### src/rtl/bpm_controller_if.sv
// ----------------------------------------------------------------------------
// bpm_controller_if
// Groups the two handshakes of the BPM controller:
//   calculator side : bpm_value / bpm_valid in, bpm_copied acknowledge out
//   display side    : avg_bpm / avg_valid out, avg_ready in
// Modports:
//   master - the controller (consumes bpm_*, produces avg_*)
//   slave  - the environment (calculator plus downstream display/UART)
// ----------------------------------------------------------------------------
interface bpm_controller_if;
  logic [7:0] bpm_value;
  logic       bpm_valid;
  logic       bpm_copied;
  logic [7:0] avg_bpm;
  logic       avg_valid;
  logic       avg_ready;

  modport master (
    input  bpm_value, bpm_valid, avg_ready,
    output bpm_copied, avg_bpm, avg_valid
  );

  modport slave (
    output bpm_value, bpm_valid, avg_ready,
    input  bpm_copied, avg_bpm, avg_valid
  );
endinterface

### src/rtl/bpm_controller.sv
// ----------------------------------------------------------------------------
// bpm_controller
// Sequences the BPM calculator, acknowledges each result, rejects out-of-range
// readings as artifacts, keeps a 4-deep moving average and hands the average
// to the display/UART stage. Flags loss of pulse after TIMEOUT_TICKS sample
// ticks without an accepted beat.
// Ports:
//   clk, rst      clock, asynchronous active-high reset
//   sample_tick   25 Hz strobe driving the loss-of-pulse counter
//   start, stop   one-cycle measurement requests (stop wins)
//   calc_en       enable to the calculator
//   bus           calculator and display handshakes (master modport)
//   no_pulse      loss-of-pulse flag
//   overrun       sticky: an unaccepted average was overwritten
//   artifact_cnt  saturating count of rejected readings
// ----------------------------------------------------------------------------
module bpm_controller #(
  parameter int BPM_MIN       = 30,
  parameter int BPM_MAX       = 220,
  parameter int TIMEOUT_TICKS = 75,
  parameter int TWIDTH        = 8
) (
  input  logic              clk,
  input  logic              rst,
  input  logic              sample_tick,
  input  logic              start,
  input  logic              stop,
  output logic              calc_en,
  bpm_controller_if.master  bus,
  output logic              no_pulse,
  output logic              overrun,
  output logic [7:0]        artifact_cnt
);

  localparam logic [7:0]        MIN_C   = 8'(BPM_MIN);
  localparam logic [7:0]        MAX_C   = 8'(BPM_MAX);
  // The tick that moves the counter from TIMEOUT_TICKS-1 is the timeout tick.
  localparam logic [TWIDTH-1:0] TLAST_C = TWIDTH'(TIMEOUT_TICKS - 1);
  localparam logic [TWIDTH-1:0] TONE_C  = TWIDTH'(1);

  typedef enum logic [1:0] {
    ST_IDLE  = 2'd0,
    ST_ARMED = 2'd1,
    ST_RUN   = 2'd2
  } state_t;

  state_t            state_r;
  state_t            state_nx_s;
  logic              calc_en_r;

  // cap_vld_r is both the bpm_copied acknowledge and the valid bit of the
  // one-cycle capture stage; cap_val_r is processed while it is high.
  logic              cap_vld_r;
  logic [7:0]        cap_val_r;

  logic [7:0]        ring_r [4];
  logic [1:0]        wr_ptr_r;
  logic [2:0]        fill_r;
  logic [TWIDTH-1:0] tcnt_r;
  logic [7:0]        avg_bpm_r;
  logic              avg_valid_r;
  logic              no_pulse_r;
  logic              overrun_r;
  logic [7:0]        artifact_r;

  logic              capture_s;
  logic              active_s;
  logic              in_range_s;
  logic              proc_s;
  logic              accept_s;
  logic              reject_s;
  logic              tick_s;
  logic              timeout_s;
  logic              load_s;
  logic [2:0]        fill_nx_s;
  logic [9:0]        sum_s;

  // Qualify the captured reading and derive the per-cycle datapath controls.
  always_comb begin
    capture_s  = bus.bpm_valid && !cap_vld_r;
    active_s   = (state_r != ST_IDLE);
    in_range_s = (cap_val_r >= MIN_C) && (cap_val_r <= MAX_C);
    // Readings captured while idle are acknowledged but never processed.
    proc_s     = cap_vld_r && active_s;
    accept_s   = proc_s && in_range_s;
    reject_s   = proc_s && !in_range_s;
    tick_s     = sample_tick && active_s;
    // An accepted beat in the same cycle beats the timeout.
    timeout_s  = tick_s && !accept_s && (tcnt_r == TLAST_C);
    if (fill_r == 3'd4) begin
      fill_nx_s = 3'd4;
    end else begin
      fill_nx_s = fill_r + 3'd1;
    end
    load_s     = accept_s && (fill_nx_s == 3'd4);
  end

  // Sum of the ring with the incoming sample standing in for the slot it
  // overwrites, so the average already includes the new beat.
  always_comb begin
    sum_s = 10'd0;
    for (int i = 0; i < 4; i++) begin
      if (2'(i) == wr_ptr_r) begin
        sum_s = sum_s + {2'b00, cap_val_r};
      end else begin
        sum_s = sum_s + {2'b00, ring_r[i]};
      end
    end
  end

  // Next-state logic; stop overrides everything including start.
  always_comb begin
    state_nx_s = state_r;
    if (stop) begin
      state_nx_s = ST_IDLE;
    end else begin
      case (state_r)
        ST_IDLE: begin
          if (start) begin
            state_nx_s = ST_ARMED;
          end else begin
            state_nx_s = ST_IDLE;
          end
        end
        ST_ARMED: begin
          if (load_s) begin
            state_nx_s = ST_RUN;
          end else begin
            state_nx_s = ST_ARMED;
          end
        end
        ST_RUN: begin
          if (timeout_s) begin
            state_nx_s = ST_ARMED;
          end else begin
            state_nx_s = ST_RUN;
          end
        end
        default: begin
          state_nx_s = ST_IDLE;
        end
      endcase
    end
  end

  // State register with a registered calculator enable.
  always_ff @(posedge clk or posedge rst) begin
    if (rst) begin
      state_r   <= ST_IDLE;
      calc_en_r <= 1'b0;
    end else begin
      state_r   <= state_nx_s;
      calc_en_r <= (state_nx_s != ST_IDLE);
    end
  end

  // Capture stage: acknowledge each new result for exactly one cycle.
  always_ff @(posedge clk or posedge rst) begin
    if (rst) begin
      cap_vld_r <= 1'b0;
      cap_val_r <= 8'd0;
    end else begin
      cap_vld_r <= capture_s;
      if (capture_s) begin
        cap_val_r <= bus.bpm_value;
      end
    end
  end

  // History, timeout, status flags and the output handshake.
  always_ff @(posedge clk or posedge rst) begin
    if (rst) begin
      for (int i = 0; i < 4; i++) begin
        ring_r[i] <= 8'd0;
      end
      wr_ptr_r    <= 2'd0;
      fill_r      <= 3'd0;
      tcnt_r      <= '0;
      avg_bpm_r   <= 8'd0;
      avg_valid_r <= 1'b0;
      no_pulse_r  <= 1'b0;
      overrun_r   <= 1'b0;
      artifact_r  <= 8'd0;
    end else if (stop) begin
      // Status flags and the artifact count survive a stop for inspection.
      for (int i = 0; i < 4; i++) begin
        ring_r[i] <= 8'd0;
      end
      wr_ptr_r    <= 2'd0;
      fill_r      <= 3'd0;
      tcnt_r      <= '0;
      avg_valid_r <= 1'b0;
    end else if (start && (state_r == ST_IDLE)) begin
      for (int i = 0; i < 4; i++) begin
        ring_r[i] <= 8'd0;
      end
      wr_ptr_r    <= 2'd0;
      fill_r      <= 3'd0;
      tcnt_r      <= '0;
      avg_valid_r <= 1'b0;
      no_pulse_r  <= 1'b0;
      overrun_r   <= 1'b0;
      artifact_r  <= 8'd0;
    end else begin
      if (accept_s) begin
        ring_r[wr_ptr_r] <= cap_val_r;
        wr_ptr_r         <= wr_ptr_r + 2'd1;
        fill_r           <= fill_nx_s;
        tcnt_r           <= '0;
        no_pulse_r       <= 1'b0;
      end else if (timeout_s) begin
        for (int i = 0; i < 4; i++) begin
          ring_r[i] <= 8'd0;
        end
        wr_ptr_r   <= 2'd0;
        fill_r     <= 3'd0;
        tcnt_r     <= '0;
        no_pulse_r <= 1'b1;
      end else if (tick_s) begin
        tcnt_r <= tcnt_r + TONE_C;
      end

      if (reject_s && (artifact_r != 8'hFF)) begin
        artifact_r <= artifact_r + 8'd1;
      end

      if (load_s) begin
        avg_bpm_r   <= sum_s[9:2];
        avg_valid_r <= 1'b1;
        // Overwriting an average nobody took is recorded; a same-edge
        // transfer of the old value is not an overrun.
        if (avg_valid_r && !bus.avg_ready) begin
          overrun_r <= 1'b1;
        end
      end else if (timeout_s) begin
        avg_valid_r <= 1'b0;
      end else if (avg_valid_r && bus.avg_ready) begin
        avg_valid_r <= 1'b0;
      end
    end
  end

  assign calc_en        = calc_en_r;
  assign bus.bpm_copied = cap_vld_r;
  assign bus.avg_bpm    = avg_bpm_r;
  assign bus.avg_valid  = avg_valid_r;
  assign no_pulse       = no_pulse_r;
  assign overrun        = overrun_r;
  assign artifact_cnt   = artifact_r;

endmodule

### src/flat_wrapper.sv
// flat-port wrapper written by rule: the top's interface ports become plain ports
module bpm_controller_flat 
#(
  parameter int BPM_MIN       = 30,
  parameter int BPM_MAX       = 220,
  parameter int TIMEOUT_TICKS = 75,
  parameter int TWIDTH        = 8
)
  (clk, rst, sample_tick, start, stop, calc_en, no_pulse, overrun, artifact_cnt, bus_bpm_value, bus_bpm_valid, bus_avg_ready, bus_bpm_copied, bus_avg_bpm, bus_avg_valid);
  bpm_controller_if bus_i ();
  input  logic clk;
  input  logic rst;
  input  logic sample_tick;
  input  logic start;
  input  logic stop;
  output logic calc_en;
  output logic no_pulse;
  output logic overrun;
  output logic [7:0] artifact_cnt;
  input wire logic [$bits(bus_i.bpm_value)-1:0] bus_bpm_value;
  input wire logic [$bits(bus_i.bpm_valid)-1:0] bus_bpm_valid;
  input wire logic [$bits(bus_i.avg_ready)-1:0] bus_avg_ready;
  output wire logic [$bits(bus_i.bpm_copied)-1:0] bus_bpm_copied;
  output wire logic [$bits(bus_i.avg_bpm)-1:0] bus_avg_bpm;
  output wire logic [$bits(bus_i.avg_valid)-1:0] bus_avg_valid;
  assign bus_i.bpm_value = bus_bpm_value;
  assign bus_i.bpm_valid = bus_bpm_valid;
  assign bus_i.avg_ready = bus_avg_ready;
  assign bus_bpm_copied = bus_i.bpm_copied;
  assign bus_avg_bpm = bus_i.avg_bpm;
  assign bus_avg_valid = bus_i.avg_valid;
  bpm_controller #(.BPM_MIN(BPM_MIN), .BPM_MAX(BPM_MAX), .TIMEOUT_TICKS(TIMEOUT_TICKS), .TWIDTH(TWIDTH)) u_core (.clk(clk), .rst(rst), .sample_tick(sample_tick), .start(start), .stop(stop), .calc_en(calc_en), .bus(bus_i), .no_pulse(no_pulse), .overrun(overrun), .artifact_cnt(artifact_cnt));
endmodule
### config.mk
export PLATFORM = sky130hd
export DESIGN_NAME = bpm_controller_flat
export DESIGN_NICKNAME = d
export VERILOG_FILES = /design/src/rtl/bpm_controller_if.sv /design/src/rtl/bpm_controller.sv /design/src/flat_wrapper.sv
export SDC_FILE = /design/constraint.sdc
export NUM_CORES = 1
export LEC_CHECK = 0
export BUFFER_PORTS_ARGS = -buffer_cell sky130_fd_sc_hd__buf_2
export CAP_MARGIN = 15
export CORE_MARGIN = 3
export CORE_UTILIZATION = 50
export CTS_BUF_LIST = sky130_fd_sc_hd__clkbuf_2
export DETAILED_ROUTE_END_ITERATION = 6
export GPL_ROUTABILITY_DRIVEN = 0
export HOLD_SLACK_MARGIN = 0.12
export PLACE_DENSITY = 0.68
export SLEW_MARGIN = 20
export SYNTH_ARGS = -nofsm -noshare
export SYNTH_HDL_FRONTEND = slang
export SYNTH_SLANG_ARGS = --single-unit
### constraint.sdc
create_clock -name clk -period 13.05 [get_ports clk]
set_input_delay 2.61 -clock clk [delete_from_list [all_inputs] [get_ports clk]]
set_output_delay 2.61 -clock clk [all_outputs]
set_load 0.02 [all_outputs]
# --- Word-level counts from Yosys, hierarchy flattened ---
# Index checks and enable logic that the tools add are counted.
totals:
  register_bits: 76
  wordCells: 118
  inputBits: 15
op_classes:
  n_eq_ne: 9
  n_lt_le_gt_ge: 4
  reduce_logical: 33
  n_mux: 43
  bitwise_logic: 3
  add_sub_neg: 10
ops:
  columns: ["operator", "n"]
  rows:
  - ["$mux 32", 4]
  - ["$mux 8", 9]
  - ["$add 10x8->10", 4]
  - ["$bwmux 32", 1]
  - ["$mux 10", 3]
  - ["$add 8x8->9", 2]
  - ["$add 8x1->8 const B", 2]
  - ["$demux 8 s2", 1]
  - ["$mux 3", 5]
  - ["$logic_and 1x1->1", 14]
  - ["$mux 2", 7]
  - ["$mux 1", 12]
  - ["$reduce_bool 2->1", 5]
  - ["$reduce_bool 5->1", 2]
  - ["$eq 8x7->1 const B", 1]
  - ["$ge 8x5->1 const B", 1]
  - ["$le 8x8->1 const B", 1]
  - ["$ne 8x8->1 const B", 1]
  - ["$eq 3x3->1 const B", 2]
  - ["$pmux 2 s3", 1]
  - ["$reduce_and 3->1", 2]
  - ["$eq 2x2->1 const A", 2]
  - ["$logic_not 1->1", 4]
  - ["$logic_not 2->1", 2]
  - ["other kinds (12)", 14]

# --- Longest topological paths before layout ---
logic_depth:
  depth_word: 10
  depth_mapped: 23

# --- Worst setup path after synthesis ---
# No wires, ideal clock.
synth_timing:
  path_type: "register to register"
  from: "register u_core.wr_ptr_r[0]"
  to: "register u_core.avg_bpm_r[6] (netlist: u_core.bus.avg_bpm[6])"
  path_slack_ps: 8637
  path_stages_with_launch: 23
  arrival_ps: 4337
  required_ps: 12974
  path_cell_list: "dfrtp_1 inv_1 ha_1 clkbuf_1 mux2_2 ha_1 a21o_1 a21oi_1 nor2b_1 o21a_1 nor2_1 xnor2_1 ha_1 o21a_1 o31a_1 a21oi_1 ha_1 a21oi_1 nand2_1 a41o_1 a21oi_2 xnor3_1 o21ai_1"
synth_between:
  elab_chain_len: 8
  word_cells_on_any_way: 14
  classes_between: "add/sub (6); eq/ne (3); mux (4); reduce/logical (1)"
synth_rtl:
  columns: ["item", "line", "rtl"]
  rows:
  - ["from (decl)", "bpm_controller.sv:57", "logic [1:0] wr_ptr_r;"]
  - ["from (signal assigned)", "bpm_controller.sv:207", "wr_ptr_r <= wr_ptr_r + 2'd1;"]
  - ["$logic_not 2->1", "bpm_controller.sv:103", "if (2'(i) == wr_ptr_r) begin"]
  - ["$mux 8", "bpm_controller.sv:103", null]
  - ["$add 8x8->9, on equally long branches", "bpm_controller.sv:106, bpm_controller.sv:104", null]
  - ["$mux 10", "bpm_controller.sv:103", null]
  - ["$add 10x8->10, on equally long branches", "bpm_controller.sv:106, bpm_controller.sv:104", null]
  - ["$mux 10", "bpm_controller.sv:103", null]
  - ["$add 10x8->10, on equally long branches", "bpm_controller.sv:106, bpm_controller.sv:104", null]
  - ["$mux 10 *", "bpm_controller.sv:103", null]
  - ["to (signal assigned)", "bpm_controller.sv:228", "avg_bpm_r <= sum_s[9:2];"]
  - ["to (decl)", "bpm_controller.sv:60", "logic [7:0] avg_bpm_r;"]
# Every way passes the cells marked *; elsewhere a longest branch is shown, timed or not.
# A chain may end at the register's enable or synchronous reset.

# --- Worst setup path in the final report ---
# Ends and elaborated chain as after synthesis.

==> flow_summary_export.csv <==
group,metric,value,unit
pwr,power_density,97.95,mW/mm2
routing,via_count,3358,
clocking,cts_max_path_buffers,2,
setup_path,timing.rr.start,"u_core.wr_ptr_r[0]$_DFFE_PP0P_",
final_layout,final_area,0.005006,mm2
sta,setup_viol,0,
sta,drv_slew,0,
global_routing,grt_overflow,0,
clocking,cts-resized-gates,0,
sta,fin_ws,8346,ps
logic_synthesis,synth_warnings,0,
logic_synthesis,ys_seq_area_share,40.90,%
clocking,holdBufCountCts,0,
sta,max_freq,0.2126,GHz
routing,totalWireLength,9572,um
final_layout,final_nets,514,
setup_path,cp.arrival,5180,ps
clocking,cts_buffers,9,
final_layout,num_antenna_cells,0,
sta,rsz0062_at_grt,"false",
sta,fin_crit_sh,36.05,%
global_routing,grt_usage,19.84,%
final_layout,multiInputGateArea,0.002582,mm2
die,pin_count,36,
routing,ant_nets,0,
sta,hold-worst-slack,509.1,ps
run_status,status,"complete, no violations",
setup_path,cp-end-kind,"flop",
pwr,p_leak,2.415,nW
final_layout,instances_no_fill,578,
logic_synthesis,synth_edf_count,0,
logic_synthesis,async_reset_ff_share,100.0,%
setup_path,critPathRequiredTime,13530,ps
flow_run,cap_violations,0,
sta,slew_headroom,36.50,%
clocking,post_cts_buffers,0,
die,die_w,102.4,um
die,fp-row-count,34,
clocking,clk_pin_slew,240,ps
placed_design,pre_cts_slack,8369,ps
sta,setup-tns-final,0,ps
logic_synthesis,ys_seq_elements,76,
final_layout,syn2layout_area_growth,7.670,%
setup_path,rrSetupSlack,8350,ps
sta,finClkSkew,36.20,ps
setup_path,reg2reg_depth,21,
die,start_util,52.29,%
routing,firstDrtPassIters,4,
final_layout,final_layout_size_suffix_gt1_share,23.83,%
setup_path,critPathMaxFanout,10,
sta,finalHoldViolations,0,
placed_design,dpl.cell_count,562,
final_layout,fin_util,56.30,%
worst_hold_path,hp-start,"u_core.bus.avg_bpm[1]$_DFFE_PP0P_",
routing,avgRoutedWirePerCell,16.56,um
clocking,clock_latency,530,ps
final_layout,seqCellArea,0.001902,mm2
setup_path,r2r-end,"u_core.bus.avg_bpm[6]$_DFFE_PP0P_",
global_routing,grt_pass1_vias,3301,
clocking,cts_root_buffer,"clkbuf_2",
global_routing,antenna_found_initial,0,
logic_synthesis,synth_cell_types,59,
global_routing,grt_pass1_wl,16330,um
clocking,cts_tree,"yes",
placed_design,numPortBuffers,35,
pwr,irDropWorstVdd,0.00003625,V
placed_design,placed_area,0.004885,mm2
global_routing,grt_max_degree,77,
setup_path,cp-start-kind,"flop",
worst_hold_path,worstHoldPathCells,2,
logic_synthesis,post_synth_instance_area,0.004649,mm2
worst_hold_path,hold_end,"u_core.bus.avg_bpm[1]$_DFFE_PP0P_",
logic_synthesis,syn_avg_cell_area,10.64,um2
die,die_h,102.4,um
placed_design,dpl.hpwl,6885,um
logic_synthesis,ys.flop_type,"dfrtp_1",
pwr,power,0.4903,mW
setup_path,crit_type,"flop to flop",
worst_hold_path,hold_path_class,"flop to flop",
routing,first_iter_violations,161,
sta,min_period,4704,ps
final_layout,num-fill-cells,770,
sta,tightest_slew,952.6,ps
die,dieArea,0.01049,mm2
clocking,clock_sinks,76,
routing,route.detailed.drc,0,
die,fp.coreArea,0.008891,mm2
logic_synthesis,synthCells,437,
logic_synthesis,synth_nets,486,
routing,vias_per_cell,5.810,
clocking,htreeDepth,3,
==> layer usage <==
layer  wire length, um  global-route usage [%]
met1              4364                   25.87
met2              4772                   33.02
met3               296                   3.686
met4               140                   7.064
met5                 0                       0
==> flip-flops by register name (all words and copies together) (netlist names), 2 cells and up <==
signal / flops
u_core.tcnt_r: 8
u_core.bus.avg_bpm: 8
u_core.state_r: 2
u_core.wr_ptr_r: 2
u_core.artifact_cnt: 8
u_core.fill_r: 3
u_core.cap_val_r: 8
u_core.ring_r: 32
==> cells in the final DEF (no fill, tap or decap), types with 3 or more instances in the layout <==
cell,netlist,routed
a21boi_0,3,3
xor2_1,13,13
inv_1,20,19
o31a_1,3,3
nor2_1,34,34
nor2b_1,5,5
nor3_1,6,6
nand3_1,5,5
dfrtp_1,76,76
and2_0,4,4
a21o_1,3,3
nand4_1,6,6
ha_1,32,32
o21a_1,7,7
o21ai_0,17,17
mux2_2,41,41
a21oi_1,11,11
mux2i_1,3,3
a211oi_1,5,5
xnor2_1,14,14
a21oi_2,4,4
and3_1,6,6
a22o_1,32,32
nand2_1,25,25
nand2b_1,3,3
buf_2,6,35
clkbuf_2,0,9
==> where the power goes <==
part / internal [mW] / switching, mW
sequential: 0.243 / 0.0179
combinational: 0.0423 / 0.0510
clock: 0.0451 / 0.0914
==> worst max-delay path by stage <==
stage,depth (start not counted),start,slack [ps],end
6_report,21,u_core.wr_ptr_r[0]$_DFFE_PP0P_,8350,u_core.bus.avg_bpm[6]$_DFFE_PP0P_
5_1_grt,22,u_core.wr_ptr_r[0]$_DFFE_PP0P_,7980,u_core.bus.avg_bpm[6]$_DFFE_PP0P_
4_1_cts,21,u_core.wr_ptr_r[0]$_DFFE_PP0P_,8340,u_core.bus.avg_bpm[6]$_DFFE_PP0P_
3_5_place_dp,21,u_core.wr_ptr_r[0]$_DFFE_PP0P_,8370,u_core.bus.avg_bpm[6]$_DFFE_PP0P_
3_3_place_gp,21,u_core.wr_ptr_r[0]$_DFFE_PP0P_,8510,u_core.bus.avg_bpm[6]$_DFFE_PP0P_
2_1_floorplan,1,rst,8500,u_core.artifact_cnt[0]$_DFFE_PP0P_
==> synthesized netlist by cell type, types with 3 or more instances <==
cell	instances	area [um2]
a211oi_1	5	37.54
a21boi_0	3	22.52
a21o_1	3	22.52
a21oi_1	11	55.05
a21oi_2	4	35.03
a22o_1	32	280.3
and2_0	4	25.02
and3_1	6	37.54
buf_2	6	30.03
clkbuf_1	12	45.04
dfrtp_1	76	1902
ha_1	32	400.4
inv_1	20	75.07
mux2_2	41	461.7
mux2i_1	3	30.03
nand2_1	25	93.84
nand2b_1	3	18.77
nand3_1	5	25.02
nand4_1	6	37.54
nor2_1	34	127.6
nor2b_1	5	31.28
nor3_1	6	30.03
o21a_1	7	52.55
o21ai_0	17	85.08
o31a_1	3	26.28
xnor2_1	14	122.6
xor2_1	13	113.9
==> logic make-up after synthesis <==
logic type      share of synthesized area [%]
flops                                   40.90
xor+xnor                                5.571
buf+inv                                 3.552
fa+ha+maj                               9.472
mux                                     10.58
simple gates                            12.76
compound gates                          17.17
==> final cells by class <==
class	count	area share [%]
clock buffers	9	0.8998
clock inverters	7	1.525
inverters	20	1.500
multi-input cells	321	51.59
flip-flops and latches	76	37.99
well taps	108	2.699
repair buffers	37	3.799
==> worst max-delay path, cell delays in order, from the launching register on <==
cell,delay (ps)
dfrtp_1,460
inv_1,130
ha_1,430
mux2_2,390
ha_1,220
inv_1,80
fa_1,200
nor2b_1,70
o31a_1,270
a21oi_1,140
ha_1,290
o21a_1,130
o31a_1,120
o31a_1,300
a21oi_1,150
ha_1,300
a21oi_1,160
nand2_1,60
a41o_1,240
a21oi_2,200
xnor3_1,230
o21ai_1,120
Note: power is estimated with default switching activity, not from simulation.
